**config.mk**
```make
export PLATFORM = sky130hd
export DESIGN_NAME = writeback_sequencer
export DESIGN_NICKNAME = d
export VERILOG_FILES = /design/src/rtl/writeback_pkg.sv /design/src/rtl/wb_entry_queue.sv /design/src/rtl/writeback_sequencer.sv
export SDC_FILE = /design/constraint.sdc
export NUM_CORES = 1
export LEC_CHECK = 0
export ABC_AREA = 1
export BUFFER_PORTS_ARGS = -buffer_cell sky130_fd_sc_hd__buf_2
export CAP_MARGIN = 15
export CORE_UTILIZATION = 35
export DETAILED_ROUTE_END_ITERATION = 10
export GPL_ROUTABILITY_DRIVEN = 0
export GPL_TIMING_DRIVEN = 0
export HOLD_SLACK_MARGIN = 0.15
export PLACE_DENSITY = 0.53
export SLEW_MARGIN = 20
export SYNTH_ARGS = -nofsm -noshare
export SYNTH_HDL_FRONTEND = slang
export SYNTH_SLANG_ARGS = --single-unit
```
**constraint.sdc**
```tcl
create_clock -name clk -period 3.45 [get_ports clk]
set_input_delay 0.345 -clock clk [delete_from_list [all_inputs] [get_ports clk]]
set_output_delay 0.345 -clock clk [all_outputs]
set_load 0.03 [all_outputs]
```
**src/rtl/writeback_pkg.sv**
```systemverilog
// Shared types and constants for the register-file writeback path.
// Latency: n/a (types and helpers only).
// Backpressure: n/a.
package writeback_pkg;

  localparam logic [3:0] R0_ADDR   = 4'd0;
  localparam int         REG_COUNT = 16;

  // One queued mul/div result. low_kill / high_kill record that a younger
  // ALU write has already superseded the low or high half.
  typedef struct packed {
    logic [3:0]  addr;
    logic [31:0] data;
    logic        low_kill;
    logic        high_kill;
  } wb_entry_t;

  function automatic logic [REG_COUNT-1:0] onehot(input logic [3:0] a);
    logic [REG_COUNT-1:0] v;
    v    = '0;
    v[a] = 1'b1;
    return v;
  endfunction

endpackage

```
**src/rtl/wb_entry_queue.sv**
```systemverilog
// Circular queue of mul/div results with in-place kill-flag update.
// Latency: push visible at head the cycle after the push edge.
// Backpressure: caller must not push when full nor pop when empty.
//
// Ports:
//   clk, rst_n            clock, async active-low reset
//   push, push_entry      enqueue (kill rules applied to the new entry too)
//   pop                   dequeue head
//   kill_en, kill_addr    ALU write this cycle: sets kill flags on valid entries
//   head, empty, full     queue head and status
//   ent_*                 flattened per-slot valid/addr/kill for the pending mask
module wb_entry_queue
  import writeback_pkg::*;
#(
  parameter int DEPTH = 4
) (
  input  logic               clk,
  input  logic               rst_n,
  input  logic               push,
  input  wb_entry_t          push_entry,
  input  logic               pop,
  input  logic               kill_en,
  input  logic [3:0]         kill_addr,
  output wb_entry_t          head,
  output logic               empty,
  output logic               full,
  output logic [DEPTH-1:0]   ent_valid,
  output logic [DEPTH*4-1:0] ent_addr,
  output logic [DEPTH-1:0]   ent_low_kill,
  output logic [DEPTH-1:0]   ent_high_kill
);

  localparam int PTR_W = (DEPTH > 1) ? $clog2(DEPTH) : 1;

  wb_entry_t        mem [DEPTH];
  logic [DEPTH-1:0] vld;
  logic [PTR_W-1:0] rd_ptr;
  logic [PTR_W-1:0] wr_ptr;
  wb_entry_t        push_killed;

  // An entry pushed alongside an ALU write is older than that write, so the
  // same kill rules apply to it as it lands.
  always_comb begin
    push_killed = push_entry;
    if (kill_en) begin
      if (push_entry.addr == kill_addr) push_killed.low_kill  = 1'b1;
      if (kill_addr == R0_ADDR)         push_killed.high_kill = 1'b1;
    end
  end

  always_ff @(posedge clk or negedge rst_n) begin
    if (!rst_n) begin
      for (int i = 0; i < DEPTH; i++) mem[i] <= '0;
      vld    <= '0;
      rd_ptr <= '0;
      wr_ptr <= '0;
    end else begin
      for (int i = 0; i < DEPTH; i++) begin
        if (push && (wr_ptr == PTR_W'(i))) begin
          mem[i] <= push_killed;
        end else if (kill_en && vld[i]) begin
          if (mem[i].addr == kill_addr) mem[i].low_kill  <= 1'b1;
          if (kill_addr == R0_ADDR)     mem[i].high_kill <= 1'b1;
        end
        if (pop && (rd_ptr == PTR_W'(i)))  vld[i] <= 1'b0;
        if (push && (wr_ptr == PTR_W'(i))) vld[i] <= 1'b1;
      end
      // DEPTH is a power of two, so pointers wrap naturally.
      if (push) wr_ptr <= wr_ptr + 1'b1;
      if (pop)  rd_ptr <= rd_ptr + 1'b1;
    end
  end

  assign head      = mem[rd_ptr];
  assign empty     = ~|vld;
  assign full      = &vld;
  assign ent_valid = vld;

  for (genvar g = 0; g < DEPTH; g++) begin : g_flat
    assign ent_addr[4*g +: 4] = mem[g].addr;
    assign ent_low_kill[g]    = mem[g].low_kill;
    assign ent_high_kill[g]   = mem[g].high_kill;
  end

endmodule

```
**src/rtl/writeback_sequencer.sv**
```systemverilog
// Merges ALU results and queued mul/div results into one register-file write per cycle.
// Latency: result selected in cycle N is on write_* in cycle N+1.
// Backpressure: ALU never stalled (alu_hold is advisory); md_ready = !full & !halt_sys.
//
// Ports:
//   clk, rst_n                 clock, async active-low reset
//   halt_sys                   freeze all state, suppress writes
//   alu_valid/addr/data        single-cycle ALU result
//   md_valid/ready/addr/data   mul/div result handshake ({high,low}, high targets R0)
//   write_en, R0_en,
//   write_address, write_data  registered register-file write port
//   pending_mask               registers with an un-killed queued write outstanding
//   alu_hold                   registered request for an ALU bubble (queue starving)
module writeback_sequencer
  import writeback_pkg::*;
#(
  parameter int DEPTH      = 4,
  parameter int STARVE_MAX = 8
) (
  input  logic        clk,
  input  logic        rst_n,
  input  logic        halt_sys,
  input  logic        alu_valid,
  input  logic [3:0]  alu_addr,
  input  logic [15:0] alu_data,
  input  logic        md_valid,
  output logic        md_ready,
  input  logic [3:0]  md_addr,
  input  logic [31:0] md_data,
  output logic        write_en,
  output logic        R0_en,
  output logic [3:0]  write_address,
  output logic [31:0] write_data,
  output logic [15:0] pending_mask,
  output logic        alu_hold
);

  localparam int               CNT_W   = $clog2(STARVE_MAX + 1);
  localparam logic [CNT_W-1:0] CNT_MAX = CNT_W'(STARVE_MAX);

  wb_entry_t          head;
  wb_entry_t          push_entry;
  logic               q_empty;
  logic               q_full;
  logic               push;
  logic               pop;
  logic               kill_en;
  logic [DEPTH-1:0]   ent_valid;
  logic [DEPTH*4-1:0] ent_addr;
  logic [DEPTH-1:0]   ent_low_kill;
  logic [DEPTH-1:0]   ent_high_kill;

  logic               we_n;
  logic               r0_n;
  logic [3:0]         addr_n;
  logic [31:0]        data_n;
  logic [CNT_W-1:0]   starve_cnt;
  logic [CNT_W-1:0]   cnt_n;
  logic               hold_n;

  // md_ready uses registered occupancy only: a full queue refuses even when
  // a pop happens in the same cycle.
  assign md_ready   = !q_full && !halt_sys;
  assign push       = md_valid && md_ready;
  assign kill_en    = !halt_sys && alu_valid;
  assign pop        = !halt_sys && !alu_valid && !q_empty;
  assign push_entry = '{addr: md_addr, data: md_data, low_kill: 1'b0, high_kill: 1'b0};

  wb_entry_queue #(.DEPTH(DEPTH)) u_queue (
    .clk           (clk),
    .rst_n         (rst_n),
    .push          (push),
    .push_entry    (push_entry),
    .pop           (pop),
    .kill_en       (kill_en),
    .kill_addr     (alu_addr),
    .head          (head),
    .empty         (q_empty),
    .full          (q_full),
    .ent_valid     (ent_valid),
    .ent_addr      (ent_addr),
    .ent_low_kill  (ent_low_kill),
    .ent_high_kill (ent_high_kill)
  );

  // Write selection: ALU first, else queue head shaped by its kill flags.
  always_comb begin
    we_n   = 1'b0;
    r0_n   = 1'b0;
    addr_n = write_address;
    data_n = write_data;
    if (kill_en) begin
      we_n   = 1'b1;
      addr_n = alu_addr;
      data_n = {16'h0000, alu_data};
    end else if (pop) begin
      case ({head.low_kill, head.high_kill})
        2'b00: begin
          we_n   = 1'b1;
          r0_n   = 1'b1;
          addr_n = head.addr;
          data_n = head.data;
        end
        2'b10: begin
          // Only the high half survives: steer it to R0 through both lanes.
          we_n   = 1'b1;
          r0_n   = 1'b1;
          addr_n = R0_ADDR;
          data_n = {head.data[31:16], head.data[31:16]};
        end
        2'b01: begin
          we_n   = 1'b1;
          addr_n = head.addr;
          data_n = {16'h0000, head.data[15:0]};
        end
        default: begin
          // Both halves superseded: entry is dropped without a write.
        end
      endcase
    end
  end

  // Starvation counter: head waiting without a pop; saturates at CNT_MAX.
  always_comb begin
    cnt_n  = starve_cnt;
    hold_n = alu_hold;
    if (!halt_sys) begin
      hold_n = (starve_cnt == CNT_MAX) && !pop;
      if (pop || q_empty)          cnt_n = '0;
      else if (starve_cnt != CNT_MAX) cnt_n = starve_cnt + 1'b1;
    end
  end

  always_ff @(posedge clk or negedge rst_n) begin
    if (!rst_n) begin
      write_en      <= 1'b0;
      R0_en         <= 1'b0;
      write_address <= '0;
      write_data    <= '0;
      starve_cnt    <= '0;
      alu_hold      <= 1'b0;
    end else begin
      write_en      <= we_n;
      R0_en         <= r0_n;
      write_address <= addr_n;
      write_data    <= data_n;
      starve_cnt    <= cnt_n;
      alu_hold      <= hold_n;
    end
  end

  // A killed low half no longer targets its register; an un-killed high
  // half always targets R0.
  always_comb begin
    pending_mask = '0;
    for (int i = 0; i < DEPTH; i++) begin
      if (ent_valid[i]) begin
        if (!ent_low_kill[i])  pending_mask = pending_mask | onehot(ent_addr[4*i +: 4]);
        if (!ent_high_kill[i]) pending_mask[R0_ADDR] = 1'b1;
      end
    end
  end

endmodule
```
==> results.ini, run 1 <==
[outcome]
status=finished, final reports clean

[finish]
nets=1742
num_antenna_cells=0
area_growth_pct=20.9
drive_gt1_frac=0.134
post-route-cell-area_sq_um=12900

[yosys]
ys.flop_type=dfrtp_1
async_flop_share=1.00
ys_warn_count=0
yosysTopAreaCell=dfrtp_1
syn_area_per_cell_sq_um=7.15
syn_nets=1569
synth_area_leaders=dfrtp_1 48%, nand2_1 28%, nand3_1 6.7%
ys_ff_latch=203
netlist_instances=1494
ys_seq_area_frac=0.476
synth_area_sq_um=10700
synth_top_area_frac=0.476
ys_types=32
synth-edff-count=0

[global_routing]
antenna_found_initial=0
grt_pass1_wl_um=57300
track_usage=0.240
grt_max_degree=75
grt_pass1_vias=9897
grt_overflow_total=0

[worst_setup_path]
ff2ff_setup_slack_ns=0.17
endpoint_kind=register
crit_required_ns=3.85
arrival_ns=3.69
path_cells=clkbuf_1, inv_1, buf_2, clkbuf_4, a21oi_1, a32oi_2, inv_1, ha_1, nor2_1, nand2_1, nand3_4, buf_2, a21oi_1, nand2_1, nand2_1
path_delay_family=buffers and inverters
startpoint_type=register
cp_slowest_cell=dfrtp_1
cp_max_fo=11
timing_worst_setup_path_type=reg -> reg
path_buf_inv=6
crit_top_cell=nand2_1
cpPeakStageDelay_ns=0.41

[sta]
worstMarginPinSlew_ns=0.731
period_share=0.951
rsz0062_at_grt=no
slew_viol_final=0
setup_violations=0
slew_headroom=0.513
fmax_ghz=0.305
period_needed_ns=3.28
finClkSkew_ns=0.0156
hold_violations=0
setup_ws_ns=0.169

[clock_tree]
cts_tree=built
clockBufferDepth=3
clkTransAtPathRegs_ns=0.06
root_buffer=clkbuf_16
cts_buffers=24
htree_levels=1
postCtsSetupRepairBufs=0
insertion_delay_ns=0.53
clkSinkCount=203

[routing]
avgRoutedWirePerCell_um=17.8
wl_um=36900
dr.pass1.iters=5
detail-route-antenna-nets=0
first_iter_violations=944
viasPerCell=5.04
vias=10400
route.detailed.drc=0

[floorplan]
row_count=63
dieArea_sq_um=31200
start_util=0.358
fp.dieW_um=177
fp.dieH_um=177
ios=117
design.core.area_sq_um=29800

[placed_design]
dp_hpwl_um=26400
dp_slack_ns=-0.0573
placed_area_sq_um=11800
io_buffers=112

[job]
cap_violations=0

[pwr]
irDropWorstVdd_uv=375
leakage_nw=6.93
powerDensity_nw_per_um2=987

[hold_path]
hp-class=in -> reg

per-stage QoR:
stage                     power [W]   util  hold slack (ns)  instances  TNS, ns
final                        0.0127  0.433            0.169       2072        0
after global placement       0.0101  0.393            0.461       1996  -335.54
after detailed placement     0.0101  0.396            0.307       1998   -0.236
after floorplan             0.00806      -           0.0494       1494        0
after global routing         0.0137  0.433            0.176       2072        0
after CTS                    0.0127  0.433            0.151       2072        0
where the power goes:
group	switching (W)	total (W)	internal, W
clock network	0.00102	0.00249	0.00146
logic	0.00421	0.00605	0.00184
registers	0.000719	0.00420	0.00348
what timing repair did:
action | in CTS | in global routing
endpoints found under the hold margin | 185 | 0
resized for setup | 1 | 5
pin swaps | 0 | 0
setup endpoints to repair | 8 | 19
hold buffers | 33 | 0
synthesized netlist by cell type, types with 5 or more instances:
cell	n
clkbuf_1	22
nand2_1	791
nand4_1	18
o21ai_1	5
a21oi_1	32
nor3_1	13
inv_1	58
nor2_1	60
nand3_1	142
o21ai_0	32
dfrtp_1	203
and2_1	17
ha_1	14
buf_2	45
inv_2	8
worst min-delay path: stages:
cell     delay, ns
buf_2         0.16
nand2_1       0.08
o21ai_0       0.07
cells in the final DEF, fill, tap and decap left out, drive strengths merged:
cell / instances
o2111ai: 3
nand3b: 1
inv: 66
and2: 17
nor3b: 1
xor2: 4
nor2: 61
clkinv: 4
o21ai: 37
nand2: 793
a32oi: 2
dlygate4sd3: 33
o211ai: 2
xnor2: 2
clkbuf: 60
dfrtp: 203
clkinvlp: 1
a21oi: 33
nand3: 143
nor3: 13
ha: 14
nand4: 22
buf: 165
o22ai: 2
registers in the layout (all words and copies together) (netlist names):
signal / cells
alu_hold: 1
u_queue.rd_ptr: 2
u_queue.mem: 128
u_queue.ent_addr: 16
u_queue.ent_low_kill: 4
u_queue.ent_high_kill: 4
R0_en: 1
write_en: 1
u_queue.wr_ptr: 2
write_data: 32
write_address: 4
u_queue.ent_valid: 4
starve_cnt: 4
layer usage:
metal | part of all wire | GRT usage
met1 | 0.46 | 0.341
met2 | 0.45 | 0.382
met3 | 0.058 | 0.0301
met4 | 0.030 | 0.0729
met5 | 0 | 0
logic make-up (layout without fill, tap and decap cells):
group | Yosys count | in the layout | synth area share
adders and majority gates | 14 | 14 | 0.0164
and+or+nand+nor | 1051 | 1051 | 0.403
DFF | 203 | 203 | 0.476
AOI/OAI and AO/OA | 79 | 79 | 0.0406
buffers and inverters | 141 | 329 | 0.0591
xor gates and xnor gates | 6 | 6 | 0.00492
cell type report:
class	instances	area, sq um
tap	390	488
sequential	203	5080
multi-input combinational	1150	4980
inverter	66	248
clock inverter	5	31.3
timing repair buffer	147	956
fill	3133	16900
clock buffer	36	737
buffer	75	389
worst paths after layout:
path / start / end / cells past startpoint
max in group asynchronous: rst_n / u_queue.mem[131] / 4
hold reg to reg: write_data[19] / write_data[19] / 2
hold / removal: md_addr[2] / u_queue.ent_addr[6] / 3
setup / recovery: u_queue.rd_ptr[1] / write_data[10] / 15
setup reg to reg: u_queue.rd_ptr[1] / write_data[10] / 15
min in group asynchronous: rst_n / u_queue.mem[144] / 2
No activity file was read; power rests on OpenSTA's default activity.
==> run 2: changes to the inputs <==
--- a/config.mk
+++ b/config.mk
@@ -17,4 +17,5 @@
 export SLEW_MARGIN = 20
 export SYNTH_ARGS = -nofsm -noshare
 export SYNTH_HDL_FRONTEND = slang
+export SYNTH_HIERARCHICAL = 1
 export SYNTH_SLANG_ARGS = --single-unit
==> run 2 against run 1 <==
Final cell count shrank 3.0%. Largest cell class unchanged. Sequential share of layout area shrank 0.10 points. Register-to-register slack gained 0.11 ns. Non-clock buffer count grew 25. Sequential power shrank 2%. Hold slack lost 0.012 ns. Highest routed layer unchanged.
==> results.ini, run 2 <==
[outcome]
status=finished, final reports clean

[pwr]
powerDensity_nw_per_um2=1020
irDropWorstVdd_uv=571
leakage_nw=6.79

[sta]
finClkSkew_ns=0.0150
period_needed_ns=3.17
hold_ws_ns=0.157
slew_headroom=0.539
hold_violations=0
fmax_ghz=0.316
slew_viol_final=0
period_share=0.918
rsz0062_at_grt=no
setup_violations=0
setup_ws_ns=0.282
worstMarginPinSlew_ns=0.691

[worst_setup_path]
startpoint_type=register
crit_required_ns=3.86
path_cells=clkinvlp_4, buf_2, a21oi_1, a21oi_1, inv_1, ha_1, buf_2, nand2_1, buf_4, nand2_1, nand2_1, nand2_1, nand2_1, nand2_1, nand2_1
cp_max_fo=10
timing_worst_setup_path_type=reg -> reg
crit_top_cell=nand2_1
cpPeakStageDelay_ns=0.53
endpoint_kind=register
cp_slowest_cell=dfrtp_1
arrival_ns=3.58

[routing]
viasPerCell=5.03
wl_um=36200
avgRoutedWirePerCell_um=18.0
route.detailed.drc=0
detail-route-antenna-nets=0
first_iter_violations=778
dr.pass1.iters=5
vias=10100

[yosys]
ys_warn_count=6
yosysTopAreaCell=dfrtp_1
yosysMostFrequentCell=nand2_1
synth_common_cells=509 x nand2_1, 224 x o21ai_0, 203 x dfrtp_1
synth_area_leaders=dfrtp_1 48%, nand2_1 18%, o21ai_0 10%
synth_top_area_frac=0.475
async_flop_share=1.00
ys.flop_type=dfrtp_1
synth-edff-count=0
ys_ff_latch=203
ys_types=30
netlist_instances=1429
ys_seq_area_frac=0.475
syn_area_per_cell_sq_um=7.48
synth_area_sq_um=10700

[clock_tree]
cts_buffers=24
htree_levels=1
insertion_delay_ns=0.53
postCtsSetupRepairBufs=0
clkSinkCount=203
clockBufferDepth=3
clkTransAtPathRegs_ns=0.06
root_buffer=clkbuf_16
cts_tree=built

[job]
cap_violations=0

[finish]
post-route-cell-area_sq_um=12900
seq_area_sq_um=5080
area_growth_pct=21.1
multiInputGateArea_sq_um=4560
layout_commonest_cell=nand2_1
largest-register=u_queue/mem
num_antenna_cells=0
layout_common_cells=509 x nand2_1, 224 x o21ai_0, 203 x dfrtp_1
largest_reg_flops=128
fillers=3113
final_util=0.433
nets=1681
drive_gt1_frac=0.155
instances_no_fill=2010

[floorplan]
start_util=0.358
ios=117
fp.dieW_um=177
design.core.area_sq_um=29900
dieArea_sq_um=31200
fp.dieH_um=177
row_count=63

[placed_design]
dp.cells=1938
dp_slack_ns=0.253
placed_area_sq_um=11800
dp_hpwl_um=25700
io_buffers=116

[hold_path]
hp-class=in -> reg

[global_routing]
grt_pass1_vias=9713
grt_max_degree=73
grt_pass1_wl_um=56600
antenna_found_initial=0
grt_overflow_total=0
track_usage=0.236

==> run 2: cell types whose count changed after synthesis, moves of 32 or more <==
cell | previous run | this run
buf_4 | 4 | 38
inv_1 | 58 | 109
nand2_1 | 791 | 509
nand3_1 | 142 | 47
nor2_1 | 60 | 120
o21ai_0 | 32 | 224
o22ai_1 | 2 | 34
==> run 2: metrics by stage <==
step / total power [W] / TNS, ns
2_1_floorplan: 0.00830 / 0
3_3_place_gp: 0.0104 / -326.83
3_5_place_dp: 0.0105 / 0
4_1_cts: 0.0132 / 0
5_1_grt: 0.0142 / 0
6_report: 0.0132 / 0
==> run 2: cells by family (layout without fill, tap and decap cells) <==
logic type | after synthesis | in the layout | share of synthesized area
xor+xnor | 8 | 8 | 0.00655
other cells | 1 | 2 | 0.000351
buf+inv | 212 | 402 | 0.0988
fa+ha+maj | 14 | 14 | 0.0164
flops | 203 | 203 | 0.475
compound gates | 276 | 276 | 0.134
simple gates | 715 | 715 | 0.269
==> run 2: what timing repair did <==
action	4_1_cts	5_1_grt
gates resized for setup	0	3
setup endpoints to repair	0	8
hold buffers	32	0
endpoints found under the hold margin	126	0
==> run 2: final cells by class <==
class | count | area share
clock inverter | 4 | 0.00822
sequential | 203 | 0.392
multi-input combinational | 1015 | 0.352
clock buffer | 36 | 0.0530
tap | 390 | 0.0377
buffer | 97 | 0.0481
inverter | 115 | 0.0338
timing repair buffer | 150 | 0.0746
==> run 2: worst max-delay path: cells and delay by family (launching register included) <==
kind / cells / cell delay [ns]
AO/OA/AOI/OAI: 2 / 0.43
AND/OR/NAND/NOR: 7 / 0.65
adder cells (fa/ha/maj): 1 / 0.30
flip-flops: 1 / 0.53
buffers and inverters: 5 / 1.13
==> run 2: power by group <==
part,switching [W],total [W],leakage [nW],internal (W)
clock,0.000997,0.00258,0.383,0.00159
combinational,0.00440,0.00646,3.84,0.00206
sequential,0.000705,0.00412,2.56,0.00342
total,0.00610,0.0132,6.79,0.00706
==> run 2: path summary, 6_finish.rpt <==
path | from | end | slack [ns] | cells after the start
worst min register to register | write_data[21] | write_data[21] | 0.47 | 2
worst min-delay path | md_data[10] | u_queue/mem[50] | 0.16 | 3
worst max register to register | u_queue/rd_ptr[1] | write_data[10] | 0.28 | 15
max in group asynchronous | rst_n | u_queue/mem[32] | 1.96 | 4
worst max-delay path | u_queue/rd_ptr[1] | write_data[10] | 0.28 | 15
min in group asynchronous | rst_n | write_data[7] | 0.36 | 2
==> run 2: layer usage <==
| metal | vias to the layer above | part of all wire | track usage |
|---|---|---|---|
| met4 | 0 | 0.031 | 0.0700 |
| met1 | 4811 | 0.46 | 0.333 |
| met5 | - | 0 | 0 |
| met2 | 332 | 0.45 | 0.373 |
| met3 | 64 | 0.062 | 0.0331 |
| li1 | 4899 | - | - |
==> run 3: changes to the inputs <==
--- a/config.mk
+++ b/config.mk
@@ -8,12 +8,15 @@
 export ABC_AREA = 1
 export BUFFER_PORTS_ARGS = -buffer_cell sky130_fd_sc_hd__buf_2
 export CAP_MARGIN = 15
+export CELL_PAD_IN_SITES_DETAIL_PLACEMENT = 1
+export CELL_PAD_IN_SITES_GLOBAL_PLACEMENT = 1
 export CORE_UTILIZATION = 35
 export DETAILED_ROUTE_END_ITERATION = 10
 export GPL_ROUTABILITY_DRIVEN = 0
 export GPL_TIMING_DRIVEN = 0
 export HOLD_SLACK_MARGIN = 0.15
-export PLACE_DENSITY = 0.53
+export PLACE_DENSITY = 0.68
+export SETUP_SLACK_MARGIN = 0.3
 export SLEW_MARGIN = 20
 export SYNTH_ARGS = -nofsm -noshare
 export SYNTH_HDL_FRONTEND = slang
==> run 3 against run 2 <==
Combinational power increased by 3.9%. Power increased by 4.3%. Via count increased by 3.0%. Wire length increased by 10%. Final area increased by 2.0%. Critical path depth unchanged. Sequential power about the same. Non-clock buffer count increased by 13. Utilization increased by 0.89 points.
==> results.ini, run 3 (synthesized netlist as in run 2, its figures left out) <==
[routing]
viasPerCell=5.13
vias=10400
detail-route-antenna-nets=0
first_iter_violations=554
avgRoutedWirePerCell_um=19.7
wl_um=39900
dr.pass1.iters=5
route.detailed.drc=0

[sta]
fmax_ghz=0.337
period_needed_ns=2.96
setup_violations=0
rsz0062_at_grt=no
finClkSkew_ns=0.0364
hold_ws_ns=0.150
slew_headroom=0.486
hold_violations=0
slew_viol_final=0
worstMarginPinSlew_ns=0.771
period_share=0.859

[worst_setup_path]
r2r_start=u_queue/rd_ptr[0]
endpoint_kind=register
r2r_cells=15
cp_max_fo=10
startpoint_type=register
ff2ff_setup_slack_ns=0.49
timing_worst_setup_path_type=reg -> reg
r2r_end=write_data[12]
arrival_ns=3.41
crit_required_ns=3.90

[floorplan]
start_util=0.358
design.core.area_sq_um=29900
fp.dieH_um=177
fp.dieW_um=177
dieArea_sq_um=31200
row_count=63
ios=117

[finish]
drive_gt1_frac=0.163
layout_commonest_cell=nand2_1
largest_reg_flops=128
nets=1695
fillers=3776
num_antenna_cells=0
area_growth_pct=23.6
largest-register=u_queue/mem
instances_no_fill=2029
post-route-cell-area_sq_um=13200
layout_common_cells=509 x nand2_1, 224 x o21ai_0, 202 x dfrtp_1

[global_routing]
grt_pass1_vias=10800
antenna_found_initial=0
grt-busiest-layer=met2
use_met2=0.445
grt_max_degree=75
grt_pass1_wl_um=62300
use_met3=0.0243
grt_overflow_total=0
grtUsageMet1=0.353
track_usage=0.261

[clock_tree]
clockBufferDepth=3
cts_buffers=25
cts_tree=built
clkTransAtPathRegs_ns=0.06
insertion_delay_ns=0.56
htree_levels=1
clkSinkCount=203
root_buffer=clkbuf_16
postCtsSetupRepairBufs=0

[job]
cap_violations=0

[outcome]
status=finished, final reports clean

[pwr]
powerDensity_nw_per_um2=1040
p_total_w=0.0137
leakage_nw=6.92
irDropWorstVdd_uv=448

[placed_design]
placed_area_sq_um=11800
dp.cells=1938
dp_hpwl_um=28200
io_buffers=116

[hold_path]
hold_depth=3
hp-class=in -> reg
hp-start=md_data[0]
whs_endpoint=u_queue/mem[78]

==> run 3: where the power goes <==
group	switching (W)	total (W)	internal (W)
clock network	0.00109	0.00288	0.00179
registers	0.000718	0.00414	0.00342
logic	0.00463	0.00671	0.00208
==> run 3: worst max-delay path by stage <==
stage	startpoint	endpoint	slack, ns	cells past startpoint
2_1_floorplan	u_queue/rd_ptr[0]	write_data[10]	1.17	16
3_3_place_gp	rst_n	u_queue/mem[102]	-1.68	1
3_5_place_dp	u_queue/rd_ptr[1]	write_data[11]	0.22	15
4_1_cts	u_queue/rd_ptr[1]	write_data[12]	0.38	15
5_1_grt	u_queue/rd_ptr[0]	write_data[12]	0.30	16
6_report	u_queue/rd_ptr[0]	write_data[12]	0.49	15
==> run 3: final cells by class <==
class / instances / area [sq um] / share of cell area
plain buffers: 97 / 626 / 0.0474
clock inverters: 13 / 188 / 0.0142
multi-input cells: 1015 / 4570 / 0.346
well taps: 390 / 488 / 0.0369
repair buffers: 163 / 1100 / 0.0830
inverters: 115 / 438 / 0.0332
clock buffers: 33 / 726 / 0.0549
flip-flops and latches: 203 / 5080 / 0.385
==> run 3: worst max-delay path, stage by stage, from the launching register on <==
cell     delay, ns
dfrtp_1       0.43
buf_4         0.24
buf_2         0.33
a21oi_1       0.15
a21oi_2       0.26
inv_1         0.10
ha_1          0.27
buf_2         0.18
nand2_1       0.18
buf_4         0.24
nand2_1       0.07
nand2_1       0.13
nand2_1       0.12
nand2_1       0.07
nand2_1       0.06
nand2_1       0.04
==> run 3: what timing repair did <==
item,in CTS,in global routing
endpoints found under the hold margin,172,0
resized for setup,3,4
setup endpoints to repair,10,13
hold buffers,45,0
==> run 3: routing by layer <==
layer / wire [um] / vias up
li1: - / 4928
met1: 18300 / 5165
met2: 19100 / 265
met3: 1630 / 48
met4: 843 / 0
met5: 0 / -
==> run 3: metrics by stage <==
stage	utilization	setup TNS, ns	setup slack [ns]
final	0.442	0	0.486
after global routing	0.442	0	0.304
after CTS	0.442	0	0.377
after detailed placement	0.396	0	0.215
after global placement	0.394	-335.92	-1.68
after floorplan	-	0	1.17
